--- config.mk ---
export PLATFORM = sky130hd
export DESIGN_NAME = sap1_control_sequencer_flat
export DESIGN_NICKNAME = d
export VERILOG_FILES = /design/src/rtl/sap1_pkg.sv /design/src/rtl/sap1_control_sequencer_if.sv /design/src/rtl/sap1_ring_counter.sv /design/src/rtl/sap1_control_sequencer.sv /design/src/flat_wrapper.sv
export SDC_FILE = /design/constraint.sdc
export NUM_CORES = 1
export LEC_CHECK = 0
export ABC_AREA = 0
export CAP_MARGIN = 30
export CORE_MARGIN = 5
export CORE_UTILIZATION = 38
export DETAILED_ROUTE_END_ITERATION = 10
export GPL_TIMING_DRIVEN = 0
export PLACE_DENSITY = 0.77
export SLEW_MARGIN = 20
export SYNTH_ARGS = -nofsm -noshare
export SYNTH_HDL_FRONTEND = slang
export SYNTH_SLANG_ARGS = --single-unit
--- constraint.sdc ---
create_clock -name CLK -period 2.8 [get_ports CLK]
set_input_delay 0.56 -clock CLK [delete_from_list [all_inputs] [get_ports CLK]]
set_output_delay 0.56 -clock CLK [all_outputs]
set_load 0.03 [all_outputs]
--- src/rtl/sap1_pkg.sv ---
// Shared SAP-1 constants: opcodes, control-word bit map, per-T-state control words.
// Used by the control sequencer, the control-signal bus splitter and the bench.
package sap1_pkg;

    localparam int CW_W    = 12;
    localparam int OPC_W   = 4;
    localparam int NSTATES = 6;

    typedef logic [CW_W-1:0]    cw_t;
    typedef logic [NSTATES-1:0] tstate_t;

    typedef enum logic [OPC_W-1:0] {
        OP_LDA = 4'h0,
        OP_ADD = 4'h1,
        OP_SUB = 4'h2,
        OP_OUT = 4'hE,
        OP_HLT = 4'hF
    } opcode_e;

    localparam int CP_BIT     = 11;
    localparam int EP_BIT     = 10;
    localparam int LM_BAR_BIT = 9;
    localparam int CE_BAR_BIT = 8;
    localparam int LI_BAR_BIT = 7;
    localparam int EI_BAR_BIT = 6;
    localparam int LA_BAR_BIT = 5;
    localparam int EA_BIT     = 4;
    localparam int SU_BIT     = 3;
    localparam int EU_BIT     = 2;
    localparam int LB_BAR_BIT = 1;
    localparam int LO_BAR_BIT = 0;

    localparam tstate_t TS_T1 = 6'b000001;
    localparam tstate_t TS_T2 = 6'b000010;
    localparam tstate_t TS_T3 = 6'b000100;
    localparam tstate_t TS_T4 = 6'b001000;
    localparam tstate_t TS_T5 = 6'b010000;
    localparam tstate_t TS_T6 = 6'b100000;

    localparam cw_t CW_IDLE   = 12'h3E3;
    localparam cw_t CW_T1     = 12'h5E3;
    localparam cw_t CW_T2     = 12'hBE3;
    localparam cw_t CW_T3     = 12'h263;
    localparam cw_t CW_LDA_T4 = 12'h1A3;
    localparam cw_t CW_LDA_T5 = 12'h2C3;
    localparam cw_t CW_LDA_T6 = 12'h3E3;
    localparam cw_t CW_ADD_T4 = 12'h1A3;
    localparam cw_t CW_ADD_T5 = 12'h2E1;
    localparam cw_t CW_ADD_T6 = 12'h3C7;
    localparam cw_t CW_SUB_T4 = 12'h1A3;
    localparam cw_t CW_SUB_T5 = 12'h2E1;
    localparam cw_t CW_SUB_T6 = 12'h3CF;
    localparam cw_t CW_OUT_T4 = 12'h3F2;
    localparam cw_t CW_OUT_T5 = 12'h3E3;
    localparam cw_t CW_OUT_T6 = 12'h3E3;

    function automatic logic is_defined_op(logic [OPC_W-1:0] op);
        return (op == OP_LDA) || (op == OP_ADD) || (op == OP_SUB) ||
               (op == OP_OUT) || (op == OP_HLT);
    endfunction

    // Execute-phase word; anything outside T4-T6 or an unknown opcode is idle.
    function automatic cw_t exec_cw(logic [OPC_W-1:0] op, tstate_t ts);
        cw_t w;
        w = CW_IDLE;
        case (op)
            OP_LDA: w = (ts == TS_T4) ? CW_LDA_T4 : (ts == TS_T5) ? CW_LDA_T5 :
                        (ts == TS_T6) ? CW_LDA_T6 : CW_IDLE;
            OP_ADD: w = (ts == TS_T4) ? CW_ADD_T4 : (ts == TS_T5) ? CW_ADD_T5 :
                        (ts == TS_T6) ? CW_ADD_T6 : CW_IDLE;
            OP_SUB: w = (ts == TS_T4) ? CW_SUB_T4 : (ts == TS_T5) ? CW_SUB_T5 :
                        (ts == TS_T6) ? CW_SUB_T6 : CW_IDLE;
            OP_OUT: w = (ts == TS_T4) ? CW_OUT_T4 : (ts == TS_T5) ? CW_OUT_T5 :
                        (ts == TS_T6) ? CW_OUT_T6 : CW_IDLE;
            default: w = CW_IDLE;
        endcase
        return w;
    endfunction

endpackage

--- src/rtl/sap1_control_sequencer_if.sv ---
// Sequencer <-> IR / control-bus signal bundle. master = sequencer side.
interface sap1_control_sequencer_if;
    import sap1_pkg::*;

    logic [OPC_W-1:0] OPCODE;
    cw_t              CONT_SIGNAL;
    tstate_t          TSTATE;
    logic             HLT;

    modport master (input OPCODE, output CONT_SIGNAL, output TSTATE, output HLT);
    modport slave  (output OPCODE, input CONT_SIGNAL, input TSTATE, input HLT);

endinterface

--- src/rtl/sap1_ring_counter.sv ---
// One-hot T-state ring counter with sync clear, hold, early wrap to T1 and
// recovery from any non-one-hot state.
module sap1_ring_counter
    import sap1_pkg::*;
(
    input  logic    clk,
    input  logic    clr,
    input  logic    hold,
    input  logic    wrap,
    output tstate_t tstate
);

    tstate_t tstate_nxt;
    logic    legal;

    assign legal = $onehot(tstate);

    always_ff @(posedge clk) begin
        if (clr) tstate <= TS_T1;
        else     tstate <= tstate_nxt;
    end

    // Recovery outranks hold so a corrupted state can never freeze the machine.
    always_comb begin
        tstate_nxt = tstate;
        if (!legal)    tstate_nxt = TS_T1;
        else if (hold) tstate_nxt = tstate;
        else if (wrap) tstate_nxt = TS_T1;
        else           tstate_nxt = {tstate[NSTATES-2:0], tstate[NSTATES-1]};
    end

endmodule

--- src/rtl/sap1_control_sequencer.sv ---
// SAP-1 control sequencer: ring counter + combinational control-word decode.
// Define SEQ_EARLY_END_EN to return to T1 right after the last useful execute state.
module sap1_control_sequencer
    import sap1_pkg::*;
(
    input  logic                     CLK,
    input  logic                     CLR,
    sap1_control_sequencer_if.master bus
);

    tstate_t ts;
    cw_t     cw;
    logic    hlt_q;
    logic    halt_now;
    logic    wrap;

    // HLT executes in T4; the counter must already freeze on that edge.
    assign halt_now = (ts == TS_T4) && (bus.OPCODE == OP_HLT) && !hlt_q;

`ifdef SEQ_EARLY_END_EN
    assign wrap = ((ts == TS_T5) && (bus.OPCODE == OP_LDA)) ||
                  ((ts == TS_T4) && (bus.OPCODE == OP_OUT)) ||
                  ((ts == TS_T3) && !is_defined_op(bus.OPCODE));
`else
    assign wrap = 1'b0;
`endif

    sap1_ring_counter u_ring (
        .clk    (CLK),
        .clr    (CLR),
        .hold   (hlt_q | halt_now),
        .wrap   (wrap),
        .tstate (ts)
    );

    always_ff @(posedge CLK) begin
        if (CLR)           hlt_q <= 1'b0;
        else if (halt_now) hlt_q <= 1'b1;
    end

    always_comb begin
        cw = CW_IDLE;
        if (!hlt_q) begin
            case (ts)
                TS_T1:               cw = CW_T1;
                TS_T2:               cw = CW_T2;
                TS_T3:               cw = CW_T3;
                TS_T4, TS_T5, TS_T6: cw = exec_cw(bus.OPCODE, ts);
                default:             cw = CW_IDLE;
            endcase
        end
    end

    assign bus.CONT_SIGNAL = cw;
    assign bus.TSTATE      = ts;
    assign bus.HLT         = hlt_q;

endmodule

--- src/flat_wrapper.sv ---
// flat-port wrapper written by rule: the top's interface ports become plain ports
module sap1_control_sequencer_flat import sap1_pkg::*;
  (CLK, CLR, bus_OPCODE, bus_CONT_SIGNAL, bus_TSTATE, bus_HLT);
  sap1_control_sequencer_if bus_i ();
  input  logic CLK;
  input  logic CLR;
  input wire logic [$bits(bus_i.OPCODE)-1:0] bus_OPCODE;
  output wire logic [$bits(bus_i.CONT_SIGNAL)-1:0] bus_CONT_SIGNAL;
  output wire logic [$bits(bus_i.TSTATE)-1:0] bus_TSTATE;
  output wire logic [$bits(bus_i.HLT)-1:0] bus_HLT;
  assign bus_i.OPCODE = bus_OPCODE;
  assign bus_CONT_SIGNAL = bus_i.CONT_SIGNAL;
  assign bus_TSTATE = bus_i.TSTATE;
  assign bus_HLT = bus_i.HLT;
  sap1_control_sequencer u_core (.CLK(CLK), .CLR(CLR), .bus(bus_i));
endmodule
After elaboration in Yosys (flattened, before gate mapping):

Index checks and enable logic that the tools add are counted.
W data, S select, Z words.

* register bits: 7
* input bits: 6
* output and inout port bits: 19
* word-level logic and storage cells: 38

* add/subtract/negate cells: 5
* equal/unequal tests: 11
* muxes and demuxes: 12
* bitwise operators: 2
* reductions and logical operators: 6

Operator list (count)
* $pmux W12 S4: 2
* $mux W12: 6
* $mux W6: 2
* $mux W9: 1
* $eq A4 B4 Y1 const B: 2
* $add A1 B1 Y2: 3
* $add A3 B2 Y3: 2
* $eq A6 B1 Y1 const B: 1
* $eq A6 B2 Y1 const B: 1
* $eq A6 B3 Y1 const B: 1
* $eq A6 B4 Y1 const B: 1
* $eq A6 B5 Y1 const B: 1
* $eq A6 B6 Y1 const B: 1
* $mux W5: 1
* $eq A4 B1 Y1 const B: 1
* $eq A4 B2 Y1 const B: 1
* $logic_not A4 Y1: 1
* $eq A3 B1 Y1 const B: 1
* $reduce_or A3 Y1: 1
* $logic_and A1 B1 Y1: 2
* $reduce_or A2 Y1: 1
* $logic_not A1 Y1: 1
* $not A1 Y1: 1
* $or A1 B1 Y1: 1

Longest topological paths before layout:

* depth in word-level cells: 7
* gate-level depth with buffers: 10
* depth with buffers taken out: 10

By module:

From an unflattened synthesis, not the netlist that was laid out.

* cell total of the unflattened synthesis: 97
* area total of the unflattened synthesis: 749.5 um^2

By module, submodules not included
* sap1_control_sequencer: times used 1, cells each 58, area each 397.9 um^2, sequential area each 20.0 um^2
* sap1_ring_counter: times used 1, cells each 39, area each 351.6 um^2, sequential area each 120.1 um^2

Least setup slack after synthesis:

Ideal clock, no wire load.

* path kind: register -> register
* start: register u_core.u_ring.tstate[0]
* end: register u_core.u_ring.tstate[3]
* setup time: 0.092 ns
* arrival: 3.058 ns
* required time: 2.708 ns
* path slack: -0.350 ns
* cell stages (with the launch flop): 10
* path buffers: 0
* clock period less this slack: 3.150 ns
* path through: dfxtp_1 -> inv_1 -> ha_1 -> inv_1 -> fa_1 -> fa_1 -> inv_1 -> fa_1 -> or4_1 -> o32ai_1

* longest elaborated chain between the ends: 6
* elaborated cells on any way between the ends: 10
* those cells by class: add/sub: 3; eq/ne: 2; bitwise: 2; reduce/logical: 3

Ends and longest elaborated chain
* start: declaration: line sap1_ring_counter.sv:10 `output tstate_t tstate`
* start signal: assignment: line sap1_ring_counter.sv:20 `else tstate <= tstate_nxt;`
* $add A1 B1 Y2 (implied by the code): line sap1_ring_counter.sv:16 `assign legal = $onehot(tstate);`
* $add A3 B2 Y3 (implied by the code) (2 in a row): line sap1_ring_counter.sv:16
* $eq A3 B1 Y1: line sap1_ring_counter.sv:16
* $not A1 Y1 (no line)
* $reduce_or A2 Y1 (no line)

Several ways; a longest one is shown, not always the timed one.
A chain may end at the register's enable or synchronous reset.

Worst setup path after layout:

* start: register u_core.u_ring.tstate[0]
* end: register u_core.u_ring.tstate[5]

The elaborated chain is that of the path after synthesis.

==> results.ini <==
[power]
p_leak_nw=0.374
power_density_mw_per_mm2=751
p_total_uw=770
vdd_ir_drop_max_v=0.000425

[clock_tree]
clockRootBuffer=clkbuf_4
cts-buffers-inserted=3
clock_sinks=7
cts_tree=yes
ctsHoldBuffers=0
clkLatencyLatePin_ns=0.25
clockBufferDepth=2
cts_htree_levels=1
clk_pin_slew_ns=0.05

[yosys]
synthXorXnorAreaFrac_pct=1.38
synth_area_um2=637
yosys_warnings=0
synthAdderAreaFrac_pct=17.3
synth_top_family_by_area=simple AND/OR/NAND/NOR gates
synth_edf_count=0
synthCells=78
yosysUniqueCellTypes=32
ys_ff_latch=7
synthSimpleGateAreaFrac_pct=32.6
async_flop_share_pct=0
synthMuxAreaShare_pct=3.34
syn_nets=91
synth_compound_area_share_pct=15.5
ys_seq_area_share_pct=22.0
ys_dominant_reg_cell=dfxtp_1
synth.avg_cell_area_um2=8.16

[sta]
worst_pin_slew_ns=0.446
hold_viol=0
clock_skew_ns=0.000787
relSlewSlack_pct=70.0
setup_tns_ns=0
hold_slack_ns=0.539
post-route-min-period_ns=2.78
fmax_ghz=0.360
rsz0062_at_grt=yes
slew_violations=0
finalCritPeriodShare_pct=99.2
setup_viol=0

[die]
rows=14
die-width_um=50.9
core_mm2=0.00154
die_h_um=50.9
die_area_mm2=0.00259
start_util_pct=41.3
io_pins=25

[final_layout]
layout_common_cells=16 x clkdlybuf4s50_1, 10 x nand2_1, 6 x inv_1, 6 x dlygate4sd2_1, 4 x buf_4
num-nets-final=124
n_antenna_cell=0
regArea_um2=150
areaGrowthSynthToFinish_pct=61.1
final_layout_size_suffix_gt1_share_pct=29.1
nFillCells=132
design_area_mm2=0.00103
final_common_cell=clkdlybuf4s50_1
multiInputGateArea_um2=518

[setup_path]
worstPathArrival_ns=2.94
reg2reg_depth=9
r2r_slack_ns=0.02
crit_required_ns=2.96
cp_top_family=adder cells
worst_path_max_delay_cell=or4_4
r2r_end=u_core.u_ring.tstate[5]$_SDFFE_PP0N_
cpMostUsedCell=inv_2
crit_path_max_incr_delay_ns=0.47
setup.worst_path.end_class=flip-flop
r2r-start=u_core.u_ring.tstate[0]$_SDFFE_PP1N_
critical_path.max_fanout=3
worstSetupPathType=flip-flop to flip-flop
startpoint_type=flip-flop
crit_cells=9
crit_buf_inv=3
path_cells=inv_2 > ha_4 > inv_2 > fa_1 > fa_2 > inv_2 > fa_2 > or4_4 > o32ai_2

[routing]
drc=0
viasPerCell=5.74
vias=723
ant_nets=0
drt-pass1-iter-count=4
drtIter0Drc=22
wl_per_cell_um=15.4
wl_mm=1.94

[status]
status=completed

[worst_hold_path]
holdPathEnd=u_core.u_ring.tstate[4]$_SDFFE_PP0N_
hold_depth=2
hold_class=flip-flop to flip-flop
hold_start=u_core.u_ring.tstate[4]$_SDFFE_PP0N_

[placement]
place_area_um2=917
io_buffers=24
dp_hpwl_mm=1.29
gp_congestion=0.809

[global_route]
grt_pass1_vias=694
antenna_found_initial=0
grt_pass1_wl_mm=3.17
grt_max_degree=11
globalRouteOverflowTotal=0
grt_usage_pct=15.9

[flow_run]
maxCapViolCount=0

==> cell usage after synthesis (2+ instances only) <==
cell,number,area (µm²)
clkbuf_1,2,7.51
o32ai_1,2,17.5
dfxtp_1,7,140
a21oi_1,2,10.0
inv_1,10,37.5
and3_1,2,12.5
o211ai_1,2,15.0
nor2_1,2,7.51
fa_1,3,60.1
nor3_1,3,15.0
nand4_1,3,18.8
o311ai_1,2,17.5
ha_1,4,50.1
nand2b_1,2,12.5
or4_1,3,22.5
nand3_1,2,10.0
nand2_1,10,37.5
nor4_1,3,18.8
==> through the flow <==
stage               instances  setup slack, ns  utilization (%)
finish                    126           0.0229             66.6
global placement          118           -0.348             59.5
global route              126          -0.0534             66.6
detailed placement        118           -0.335             59.5
floorplan                  78          0.00621                -
CTS                       125          -0.0237             64.4
==> power by group <==
part / switching [mW] / internal (mW)
Combinational: 0.286 / 0.248
Sequential: 0.0210 / 0.123
Clock: 0.0380 / 0.0544
==> worst max-delay path by stage <==
stage	from	endpoint	slack (ns)
finish	u_core.u_ring.tstate[0]$_SDFFE_PP1N_	u_core.u_ring.tstate[5]$_SDFFE_PP0N_	0.02
global route	u_core.u_ring.tstate[0]$_SDFFE_PP1N_	u_core.u_ring.tstate[5]$_SDFFE_PP0N_	-0.05
CTS	bus_OPCODE[3]	bus_CONT_SIGNAL[1]	-0.02
detailed placement	bus_OPCODE[3]	bus_CONT_SIGNAL[1]	-0.33
global placement	bus_OPCODE[3]	bus_CONT_SIGNAL[1]	-0.35
floorplan	u_core.u_ring.tstate[1]$_SDFFE_PP0N_	u_core.u_ring.tstate[3]$_SDFFE_PP0N_	0.006
==> area by class of cell <==
cell class | count | share of cell area [%]
clock buffer | 4 | 2.56
tap | 16 | 1.95
buffer | 2 | 0.732
sequential | 7 | 14.6
timing repair buffer | 29 | 25.7
multi-input combinational | 58 | 50.5
inverter | 10 | 3.90
==> cells by family after synthesis <==
group	Yosys count
flip-flops	7
AO/OA/AOI/OAI	13
multiplexers	2
AND/OR/NAND/NOR	35
buffers and inverters	13
XOR/XNOR	1
adder cells (fa/ha/maj)	7
==> worst reg2reg max path: cells and delay by family (launching register included) <==
family / cells / cell delay [ns]
and+or+nand+nor: 1 / 0.47
adders and majority gates: 4 / 1.52
AOI/OAI and AO/OA: 1 / 0.22
buffers and inverters: 3 / 0.14
DFF: 1 / 0.34
==> metal layers <==
layer / vias up / global-route usage [%] / wire [µm] / part of all wire (%)
met4: 0 / 4.26 / 21 / 1.1
met3: 5 / 5.52 / 145 / 7.5
met5: - / 0 / 0 / 0
met2: 24 / 28.5 / 1020 / 53
li1: 354 / - / - / -
met1: 340 / 17.5 / 749 / 39
==> registers in the layout (all words and copies together), names as in the netlist <==
name / count
u_core.bus.HLT: 1
u_core.u_ring.tstate: 6
==> what timing repair did <==
| action | in CTS | in global routing |
|---|---|---|
| buffers inserted | 3 | 2 |
| gates resized for setup | 17 | 11 |
| endpoints found under the setup margin | 12 | 9 |
| pin swaps | 0 | 3 |
(Power assumes the default switching activity.)
